### src/rtl/shift_driver.sv
// shift_driver: loads a parallel word, shifts it LSB-first into a scan chain while capturing the
// returned stream, then pulses cap_valid. Define SHIFT_SETUP_EN to add a one-cycle SETUP state.
module shift_driver #(
    parameter int WIDTH = 8
) (
    input  logic             clk,
    input  logic             rst,
    input  logic             load_valid,
    output logic             load_ready,
    input  logic [WIDTH-1:0] load_data,
    output logic             scan_out,
    input  logic             scan_in,
    output logic             shift_en,
    output logic             shift_en_n,
    output logic             cap_valid,
    output logic [WIDTH-1:0] cap_data,
    output logic             busy
);

    localparam int CW = $clog2(WIDTH + 1);

`ifdef SHIFT_SETUP_EN
    typedef enum logic [1:0] {ST_IDLE = 2'd0, ST_SHIFT = 2'd1, ST_DONE = 2'd2, ST_SETUP = 2'd3} state_e;
`else
    typedef enum logic [1:0] {ST_IDLE = 2'd0, ST_SHIFT = 2'd1, ST_DONE = 2'd2} state_e;
`endif

    state_e            state_q, state_d;
    logic [WIDTH-1:0]  tx_q, tx_d;
    logic [WIDTH-1:0]  cap_q, cap_d;
    logic [CW-1:0]     cnt_q, cnt_d;
    logic              shift_en_q, shift_en_d;
    logic              shift_en_n_q, shift_en_n_d;
    logic              scan_out_q, scan_out_d;
    logic              cap_valid_q, cap_valid_d;
    logic              load_ready_q, load_ready_d;
    logic              busy_q, busy_d;
    logic              hs_s;
    logic              last_s;

    assign hs_s   = load_valid & load_ready_q;
    assign last_s = (cnt_q == CW'(WIDTH - 1));

    // State register
    always_ff @(posedge clk or posedge rst) begin
        if (rst) begin
            state_q <= ST_IDLE;
        end else begin
            state_q <= state_d;
        end
    end

    // Next-state logic
    always_comb begin
        state_d = state_q;
        case (state_q)
            ST_IDLE: begin
                if (hs_s) begin
`ifdef SHIFT_SETUP_EN
                    state_d = ST_SETUP;
`else
                    state_d = ST_SHIFT;
`endif
                end else begin
                    state_d = ST_IDLE;
                end
            end
`ifdef SHIFT_SETUP_EN
            ST_SETUP: state_d = ST_SHIFT;
`endif
            ST_SHIFT: begin
                if (last_s) begin
                    state_d = ST_DONE;
                end else begin
                    state_d = ST_SHIFT;
                end
            end
            ST_DONE: state_d = ST_IDLE;
            default: state_d = ST_IDLE;
        endcase
    end

    // Datapath: tx/cap shifters and bit counter
    always_comb begin
        tx_d  = tx_q;
        cap_d = cap_q;
        cnt_d = cnt_q;
        if (hs_s) begin
            tx_d  = load_data;
            cnt_d = {CW{1'b0}};
        end else if (state_q == ST_SHIFT) begin
            tx_d  = tx_q >> 1;
            cap_d = {scan_in, cap_q[WIDTH-1:1]};
            cnt_d = cnt_q + CW'(1);
        end else begin
            tx_d  = tx_q;
        end
    end

    // Output logic: every output is decoded from the next state so it leaves a flop
    always_comb begin
        shift_en_d   = (state_d == ST_SHIFT);
        shift_en_n_d = ~shift_en_d;
        cap_valid_d  = (state_d == ST_DONE);
        load_ready_d = (state_d == ST_IDLE);
        busy_d       = (state_d != ST_IDLE);
        scan_out_d   = 1'b0;
`ifdef SHIFT_SETUP_EN
        if ((state_d == ST_SHIFT) || (state_d == ST_SETUP)) begin
`else
        if (state_d == ST_SHIFT) begin
`endif
            scan_out_d = tx_d[0];
        end else begin
            scan_out_d = 1'b0;
        end
    end

    // Datapath and output registers; reset holds the pass gate off
    always_ff @(posedge clk or posedge rst) begin
        if (rst) begin
            tx_q         <= {WIDTH{1'b0}};
            cap_q        <= {WIDTH{1'b0}};
            cnt_q        <= {CW{1'b0}};
            shift_en_q   <= 1'b0;
            shift_en_n_q <= 1'b1;
            scan_out_q   <= 1'b0;
            cap_valid_q  <= 1'b0;
            load_ready_q <= 1'b0;
            busy_q       <= 1'b0;
        end else begin
            tx_q         <= tx_d;
            cap_q        <= cap_d;
            cnt_q        <= cnt_d;
            shift_en_q   <= shift_en_d;
            shift_en_n_q <= shift_en_n_d;
            scan_out_q   <= scan_out_d;
            cap_valid_q  <= cap_valid_d;
            load_ready_q <= load_ready_d;
            busy_q       <= busy_d;
        end
    end

    assign shift_en   = shift_en_q;
    assign shift_en_n = shift_en_n_q;
    assign scan_out   = scan_out_q;
    assign cap_valid  = cap_valid_q;
    assign cap_data   = cap_q;
    assign load_ready = load_ready_q;
    assign busy       = busy_q;

endmodule

### config.mk
export PLATFORM = sky130hd
export DESIGN_NAME = shift_driver
export DESIGN_NICKNAME = d
export VERILOG_FILES = /design/src/rtl/shift_driver.sv
export SDC_FILE = /design/constraint.sdc
export NUM_CORES = 1
export LEC_CHECK = 0
export ABC_CLOCK_PERIOD_IN_PS = 2400
export BUFFER_PORTS_ARGS = -buffer_cell sky130_fd_sc_hd__buf_4
export CAP_MARGIN = 5
export CORE_MARGIN = 2
export CORE_UTILIZATION = 50
export DETAILED_ROUTE_END_ITERATION = 16
export GPL_ROUTABILITY_DRIVEN = 0
export GPL_TIMING_DRIVEN = 0
export PLACE_DENSITY_LB_ADDON = 0.05
export REMOVE_ABC_BUFFERS = 1
export SYNTH_ARGS = -nofsm -noshare
export SYNTH_HDL_FRONTEND = slang
export SYNTH_SLANG_ARGS = --single-unit
### constraint.sdc
create_clock -name clk -period 2.4 [get_ports clk]
set_clock_uncertainty 0.15 [all_clocks]
set_input_delay 0.48 -clock clk [delete_from_list [all_inputs] [get_ports clk]]
set_output_delay 0.48 -clock clk [all_outputs]
set_load 0.005 [all_outputs]
# Word level (Yosys, flattened, before mapping)
# Cells that the tools add are included.
# W data, S select, Z words.
op_classes:
  mux: 8
  bitwise_logic: 3
  eq_ne: 4
  reduce_logical: 5
  add_sub_neg: 1
ops:
  columns: ["operator", "n"]
  rows:
  - ["$mux W8", 2]
  - ["$mux W4", 2]
  - ["$add A4 B1 Y4 const B", 1]
  - ["$eq A2 B1 Y1 const B", 2]
  - ["$eq A4 B3 Y1 const B", 1]
  - ["$logic_not A2 Y1", 2]
  - ["$pmux W2 S2", 1]
  - ["$reduce_bool A2 Y1", 2]
  - ["$eq A2 B2 Y1 const B", 1]
  - ["$mux W1", 2]
  - ["$mux W2", 1]
  - ["$not A1 Y1", 2]
  - ["$reduce_and A2 Y1", 1]
  - ["$and A1 B1 Y1", 1]
word_totals:
  word_cells: 32
  in_bits: 12
  out_inout_bits: 14
  ff_bits: 28

# Depth between registers and ports, before layout
# Gate-level depths: netlist (run 1).
logic_depth:
  ltp_word: 5
  depth_mapped: 5
  depth_no_buf: 4

# Worst setup path before layout (run 1)
# Ideal clock, no wire load.
synth_timing:
  kind: "reg-to-reg"
  startpoint: "register state_q[1]"
  endpoint: "register cap_q[0], in the netlist cap_data[0]"
  synth_period_minus_slack_ps: 1401
  setup_time_ps: 125
  arrival_ps: 1126
  t_required_ps: 2125
  n_path_buf: 1
  path_slack_ps: 999
  path_stages_with_launch: 5
  path_cell_list: "dfrtp_1 -> nand2b_4 -> nand2b_4 -> buf_6 -> mux2_4"
synth_via:
  elab_chain_len: 2
synth_lines:
  columns: ["item", "line", "source"]
  rows:
  - ["start, declared", "28", "state_e state_q, state_d;"]
  - ["start signal, assigned", "49", "state_q <= state_d;"]
  - ["$eq A2 B1 Y1", "91", "end else if (state_q == ST_SHIFT) begin"]
  - ["$reduce_and A2 Y1 (no line)", null, null]
  - ["end signal, assigned", "123", "cap_q <= {WIDTH{1'b0}};"]
  - ["end signal, assigned", "133", "cap_q <= cap_d;"]
  - ["end, declared", "30", "logic [WIDTH-1:0] cap_q, cap_d;"]
# No other way between the ends.
# A chain may end at the register's enable or synchronous reset.

# Worst setup path after layout (run 1)
layout_timing:
  startpoint: "register state_q[1]"
  endpoint: "register cap_q[1], in the netlist cap_data[1]"
# Same word-level chain as after synthesis.

==> results.sh, run 1 <==
export IMPL_clk_latency_ns=0.32
export IMPL_p_leak_nw=0.694
export IMPL_cp_slowest_stage_delay_ns=0.49
export IMPL_synth_top_area_share_pct=56.5
export IMPL_switching_share_pct=32.3
export IMPL_p_per_area_mw_per_mm2=1270
export IMPL_critical_path_class="flip-flop to flip-flop"
export IMPL_cts_root_buffer="clkbuf_4"
export IMPL_maxSlewHeadroom_pct=30.9
export IMPL_clockBufferDepth=2
export IMPL_post_dp_hpwl_um=1340
export IMPL_use_met1_pct=19.8
export IMPL_grt_setup_unrepaired="false"
export IMPL_yosysWarningCount=0
export IMPL_drv_slew=0
export IMPL_grt_max_degree=29
export IMPL_design_die_area_sq_mm=0.00280
export IMPL_ys_seq_area_share_pct=58.7
export IMPL_crit_required_ns=2.47
export IMPL_synth_flop_cell="dfrtp_1"
export IMPL_slowest_stage="dfrtp_1"
export IMPL_top_usage_layer="met2"
export IMPL_synth_most_common_cell="dfrtp_1"
export IMPL_ios=26
export IMPL_post_route_min_period_ns=1.61
export IMPL_p_seq_share_pct=46.4
export IMPL_numPortBuffers=25
export IMPL_cp_start_kind="flip-flop"
export IMPL_cp_cell_sequence="nand2b_4 > nand2b_4 > mux2_4"
export IMPL_firstDrtPassIters=4
export IMPL_worstMarginPinSlew_ns=1.03
export IMPL_avgSynthCellArea_sq_um=12.7
export IMPL_rows=17
export IMPL_max_freq_mhz=623
export IMPL_path_common_cell="nand2b_4"
export IMPL_combPwrFrac_pct=42.6
export IMPL_setup_tns_final_ns=0
export IMPL_crit_family="simple AND/OR/NAND/NOR gates"
export IMPL_dieHeight_um=52.9
export IMPL_fillers=204
export IMPL_hold_class="input pin to flip-flop"
export IMPL_fin_nets=133
export IMPL_die_w_um=52.9
export IMPL_ant_nets=0
export IMPL_yosysTopAreaCell="dfrtp_1"
export IMPL_yosys_register_bits=28
export IMPL_synthesis_area_sq_mm=0.00120
export IMPL_via_per_inst=5.24
export IMPL_routed_wl_um=1910
export IMPL_grt_usage_pct=15.8
export IMPL_grt_use_met2_pct=26.5
export IMPL_cts_tree="done"
export IMPL_h_tree_depth=1
export IMPL_via_count=770
export IMPL_yosys_top_cells_area="dfrtp_1, mux2_4, mux2i_1"
export IMPL_start_util_pct=53.6
export IMPL_whs_ns=0.181
export IMPL_register_area_sq_um=702
export IMPL_clock_sinks=28
export IMPL_antenna_found_initial=0
export IMPL_drv_cap=0
export IMPL_numCtsBuffers=3
export IMPL_post_route_drc_count=0
export IMPL_hold_buffers=0
export IMPL_critPathBufInv=0
export IMPL_cts_setup_buffers=0
export IMPL_end_kind="flip-flop"
export IMPL_final_setup_worst_slack_ns=0.795
export IMPL_synth_edf_count=0
export IMPL_power_internal_mw=1.21
export IMPL_finalHoldViolations=0
export IMPL_placed_area_sq_mm=0.00139
export IMPL_switchingPower_mw=0.579
export IMPL_cts_clk_slew_worst_paths_ns=0.15
export IMPL_critPathArrivalTime_ns=1.67
export IMPL_irDropWorstVdd_v=0.000539
export IMPL_core_area_sq_mm=0.00223
export IMPL_ys_async_sr_fraction_pct=100
export IMPL_synth_cells=94
export IMPL_pre_cts_slack_ns=0.666
export IMPL_crit_path_max_fanout=13
export IMPL_gr_total_overflow=0
export IMPL_drtIter0Drc=15
export IMPL_fin_area_sq_mm=0.00141
export IMPL_grt_pass1_vias=772
export IMPL_p_clk_share_pct=11.1
export IMPL_synthTopCellsByCount="dfrtp_1, nand2_1, mux2_4, mux2i_1, o21ai_0"
export IMPL_drive_gt1_share_pct=34.5
export IMPL_yosysUniqueCellTypes=23
export IMPL_finalSetupViolCount=0
export IMPL_period_share_pct=66.9
export IMPL_wl_per_cell_um=13.0
export IMPL_syn_to_final_growth_pct=18.1
export IMPL_worst_r2r_setup_slack_ns=0.79
export IMPL_cts_resized=0
export IMPL_multi_input_area_sq_um=454
export IMPL_outcome="finished, final reports clean"
export IMPL_grt_pass1_wl_um=3190
export IMPL_grt_use_met3_pct=2.54
export IMPL_num_antenna_cells=0
[placed cells by master, fill, tap and decap left out]
| cell | n |
|---|---|
| mux2i_1 | 8 |
| nand4b_1 | 1 |
| or2_2 | 1 |
| a21oi_1 | 2 |
| buf_4 | 25 |
| xor2_1 | 2 |
| mux2_4 | 8 |
| dfstp_2 | 1 |
| mux2_2 | 1 |
| or3_1 | 1 |
| nand3b_1 | 1 |
| nand2_1 | 11 |
| dfrtp_1 | 27 |
| nor2_1 | 7 |
| o21ai_0 | 8 |
| clkbuf_4 | 3 |
| ha_1 | 1 |
| a211oi_1 | 1 |
| clkbuf_1 | 1 |
| nand2b_4 | 2 |
| and2_1 | 1 |
| nand3_1 | 3 |
| inv_1 | 2 |
| and4b_1 | 1 |
[power groups by stage]
stage | clock, mW | sequential (mW) | combinational [mW]
after floorplan | 0 | 0.821 | 0.514
final | 0.198 | 0.830 | 0.762
after CTS | 0.203 | 0.833 | 0.776
after detailed placement | 0 | 0.843 | 0.772
after global placement | 0 | 0.831 | 0.750
after global routing | 0.221 | 0.862 | 0.855
[state kept, by name, summed over array words and instances, names as in the netlist]
| signal | flops |
|---|---|
| cap_data | 8 |
| tx_q | 8 |
| cnt_q | 4 |
| state_q | 2 |
| busy | 1 |
| cap_valid | 1 |
| load_ready | 1 |
| scan_out | 1 |
| shift_en | 1 |
| shift_en_n | 1 |
[routing by layer]
metal	wire length [um]	share of wire, %
met1	863	45
met2	957	50
met3	80	4.2
met4	12	0.63
met5	0	0
[cell families (layout without fill, tap and decap cells)]
family	count (synthesis)	count (layout)	synth area share (%)
AND/OR/NAND/NOR	29	29	13.0
flip-flops	28	28	58.7
multiplexers	17	17	17.7
AO/OA/AOI/OAI	11	11	4.81
buffers and inverters	6	31	3.35
XOR/XNOR	2	2	1.46
adder cells (fa/ha/maj)	1	1	1.05
[final cells by class]
type | count | area share, %
Clock buffer | 4 | 1.86
Inverter | 2 | 0.531
Multi-Input combinational cell | 60 | 32.2
Sequential cell | 28 | 49.7
Tap cell | 28 | 2.48
Timing Repair Buffer | 25 | 13.3
[stage by stage]
| stage | power (mW) | instances | utilization, % |
|---|---|---|---|
| 4_1_cts | 1.81 | 147 | 63.2 |
| 5_1_grt | 1.94 | 147 | 63.2 |
| 6_report | 1.79 | 147 | 63.2 |
| 3_3_place_gp | 1.58 | 143 | 62.1 |
| 3_5_place_dp | 1.62 | 143 | 62.1 |
| 2_1_floorplan | 1.33 | 90 | - |
[worst reg2reg max path: cells and delay by family (launching register included)]
kind,cells,cell delay (ns)
flops,1,0.49
mux,1,0.32
simple gates,2,0.55
[path summary, 6_finish.rpt]
check / start / endpoint / cells after the start
max in group asynchronous: rst / cnt_q[2] / 2
worst max register to register: state_q[1] / cap_data[1] / 3
min in group asynchronous: rst / cap_data[7] / 2
worst max-delay path: state_q[1] / cap_data[1] / 3
worst min-delay path: load_data[7] / tx_q[7] / 3
worst min register to register: tx_q[7] / tx_q[7] / 2
(Power assumes the default switching activity.)
==> run 2: changes to the inputs <==
Settings changed: ABC_CLOCK_PERIOD_IN_PS 2400 to 1600.
Clock period 2.4 ns to 1.6 ns, I/O delays scaled along.
==> results.sh, run 2 (synthesis gave the netlist of run 1 again) <==
export IMPL_regToRegEndpoint="cap_data[1]"
export IMPL_wl_per_cell_um=12.9
export IMPL_numPortBuffers=25
export IMPL_post_route_min_period_ns=1.46
export IMPL_routed_wl_um=1930
export IMPL_grt_pass1_vias=785
export IMPL_critPathArrivalTime_ns=1.53
export IMPL_cts_tree="done"
export IMPL_slowest_stage="dfrtp_1"
export IMPL_core_area_sq_mm=0.00223
export IMPL_pre_cts_slack_ns=0.0210
export IMPL_hold_class="input pin to flip-flop"
export IMPL_max_freq_mhz=683
export IMPL_final_util_pct=64.0
export IMPL_fin_nets=135
export IMPL_path_common_cell="nand2b_4"
export IMPL_syn_to_final_growth_pct=19.5
export IMPL_die_w_um=52.9
export IMPL_grt_usage_pct=16.2
export IMPL_drv_cap=0
export IMPL_firstDrtPassIters=4
export IMPL_ant_nets=0
export IMPL_irDropWorstVdd_v=0.000918
export IMPL_ios=26
export IMPL_start_util_pct=53.6
export IMPL_finalSetupViolCount=0
export IMPL_period_share_pct=91.5
export IMPL_hold_buffers=0
export IMPL_cts_clk_slew_worst_paths_ns=0.15
export IMPL_drtIter0Drc=13
export IMPL_drv_slew=0
export IMPL_crit_path_max_fanout=8
export IMPL_outcome="finished, final reports clean"
export IMPL_via_count=787
export IMPL_fin_area_sq_mm=0.00143
export IMPL_cp_slowest_stage_delay_ns=0.50
export IMPL_p_leak_nw=0.705
export IMPL_h_tree_depth=1
export IMPL_setup_tns_final_ns=0
export IMPL_post_route_drc_count=0
export IMPL_maxSlewHeadroom_pct=31.2
export IMPL_crit_required_ns=1.67
export IMPL_design_die_area_sq_mm=0.00280
export IMPL_reg2regPathDepth=3
export IMPL_grt_max_degree=29
export IMPL_dieHeight_um=52.9
export IMPL_critical_path_class="flip-flop to flip-flop"
export IMPL_use_met1_pct=20.2
export IMPL_numCtsBuffers=3
export IMPL_whs_path_depth=3
export IMPL_grt_use_met3_pct=2.54
export IMPL_final_cell_mix="dfrtp_1, buf_4, nand2_1"
export IMPL_cp_start_kind="flip-flop"
export IMPL_grt_use_met2_pct=27.5
export IMPL_rr_startpoint="state_q[1]"
export IMPL_drive_gt1_share_pct=36.4
export IMPL_worst_r2r_setup_slack_ns=0.14
export IMPL_worstMarginPinSlew_ns=1.03
export IMPL_gr_total_overflow=0
export IMPL_whs_ns=0.0238
export IMPL_cts_root_buffer="clkbuf_4"
export IMPL_grt_setup_unrepaired="false"
export IMPL_final_setup_worst_slack_ns=0.136
export IMPL_end_kind="flip-flop"
export IMPL_worstHoldStart="load_data[7]"
export IMPL_grt_pass1_wl_um=3270
export IMPL_clk_latency_ns=0.32
export IMPL_top_usage_layer="met2"
export IMPL_via_per_inst=5.28
export IMPL_clockBufferDepth=2
export IMPL_clock_sinks=28
export IMPL_placed_area_sq_mm=0.00139
export IMPL_cp_cell_sequence="nand2b_4 > nand2b_4 > mux2_4"
export IMPL_rows=17
export IMPL_p_per_area_mw_per_mm2=1910
export IMPL_finalHoldViolations=0
export IMPL_post_dp_hpwl_um=1340
export IMPL_antenna_found_initial=0
export IMPL_num_antenna_cells=0
export IMPL_whs_endpoint="tx_q[7]"
-- run 2: cell count changes in the layout (fill, tap and decap cells not counted) --
cell    before  now
and2_2       0    1
and2_1       1    0
buf_4       25   27
-- run 2: layer usage --
layer	up-vias	share of wire, %	wire, um
met1	384	42	819
met4	0	1.3	25
met5	-	0	0
li1	372	-	-
met2	27	51	987
met3	4	4.9	95
-- run 2: worst max path at each step --
stage / start / end / slack [ns]
after CTS: load_ready / scan_out / 0.02
after global placement: state_q[1] / cap_data[7] / 0.03
final: state_q[1] / cap_data[1] / 0.14
after detailed placement: state_q[1] / cap_data[2] / 0.02
after floorplan: state_q[1] / cap_data[0] / 0.15
after global routing: state_q[1] / tx_q[4] / 0.07
-- run 2: what timing repair did --
action / CTS / global route
pin swaps: 0 / 0
setup endpoints to repair: 2 / 1
buffers inserted: 2 / 0
endpoints found under the hold margin: 0 / 0
gates resized for setup: 0 / 1
-- run 2: critical path: cells and delay by family (launching register included) --
family / cells / cell delay, ns
flops: 1 / 0.50
mux: 1 / 0.31
simple gates: 2 / 0.40
-- run 2: power breakdown --
group	leakage (nW)	switching (mW)	internal (mW)
Sequential	0.343	0.219	1.03
Combinational	0.347	0.460	0.727
Clock	0.0150	0.198	0.0975
-- run 2: through the flow --
stage	power (mW)	cells
2_1_floorplan	2.00	90
3_3_place_gp	2.37	143
3_5_place_dp	2.42	143
4_1_cts	2.76	149
5_1_grt	2.95	149
6_report	2.73	149
-- run 2: final cells by class --
type / instances / area, sq um
clock buffers: 4 / 26.3
fillers: 202 / 805
inverters: 2 / 7.51
multi-input cells: 60 / 455
flip-flops and latches: 28 / 702
well taps: 28 / 35.0
repair buffers: 27 / 203
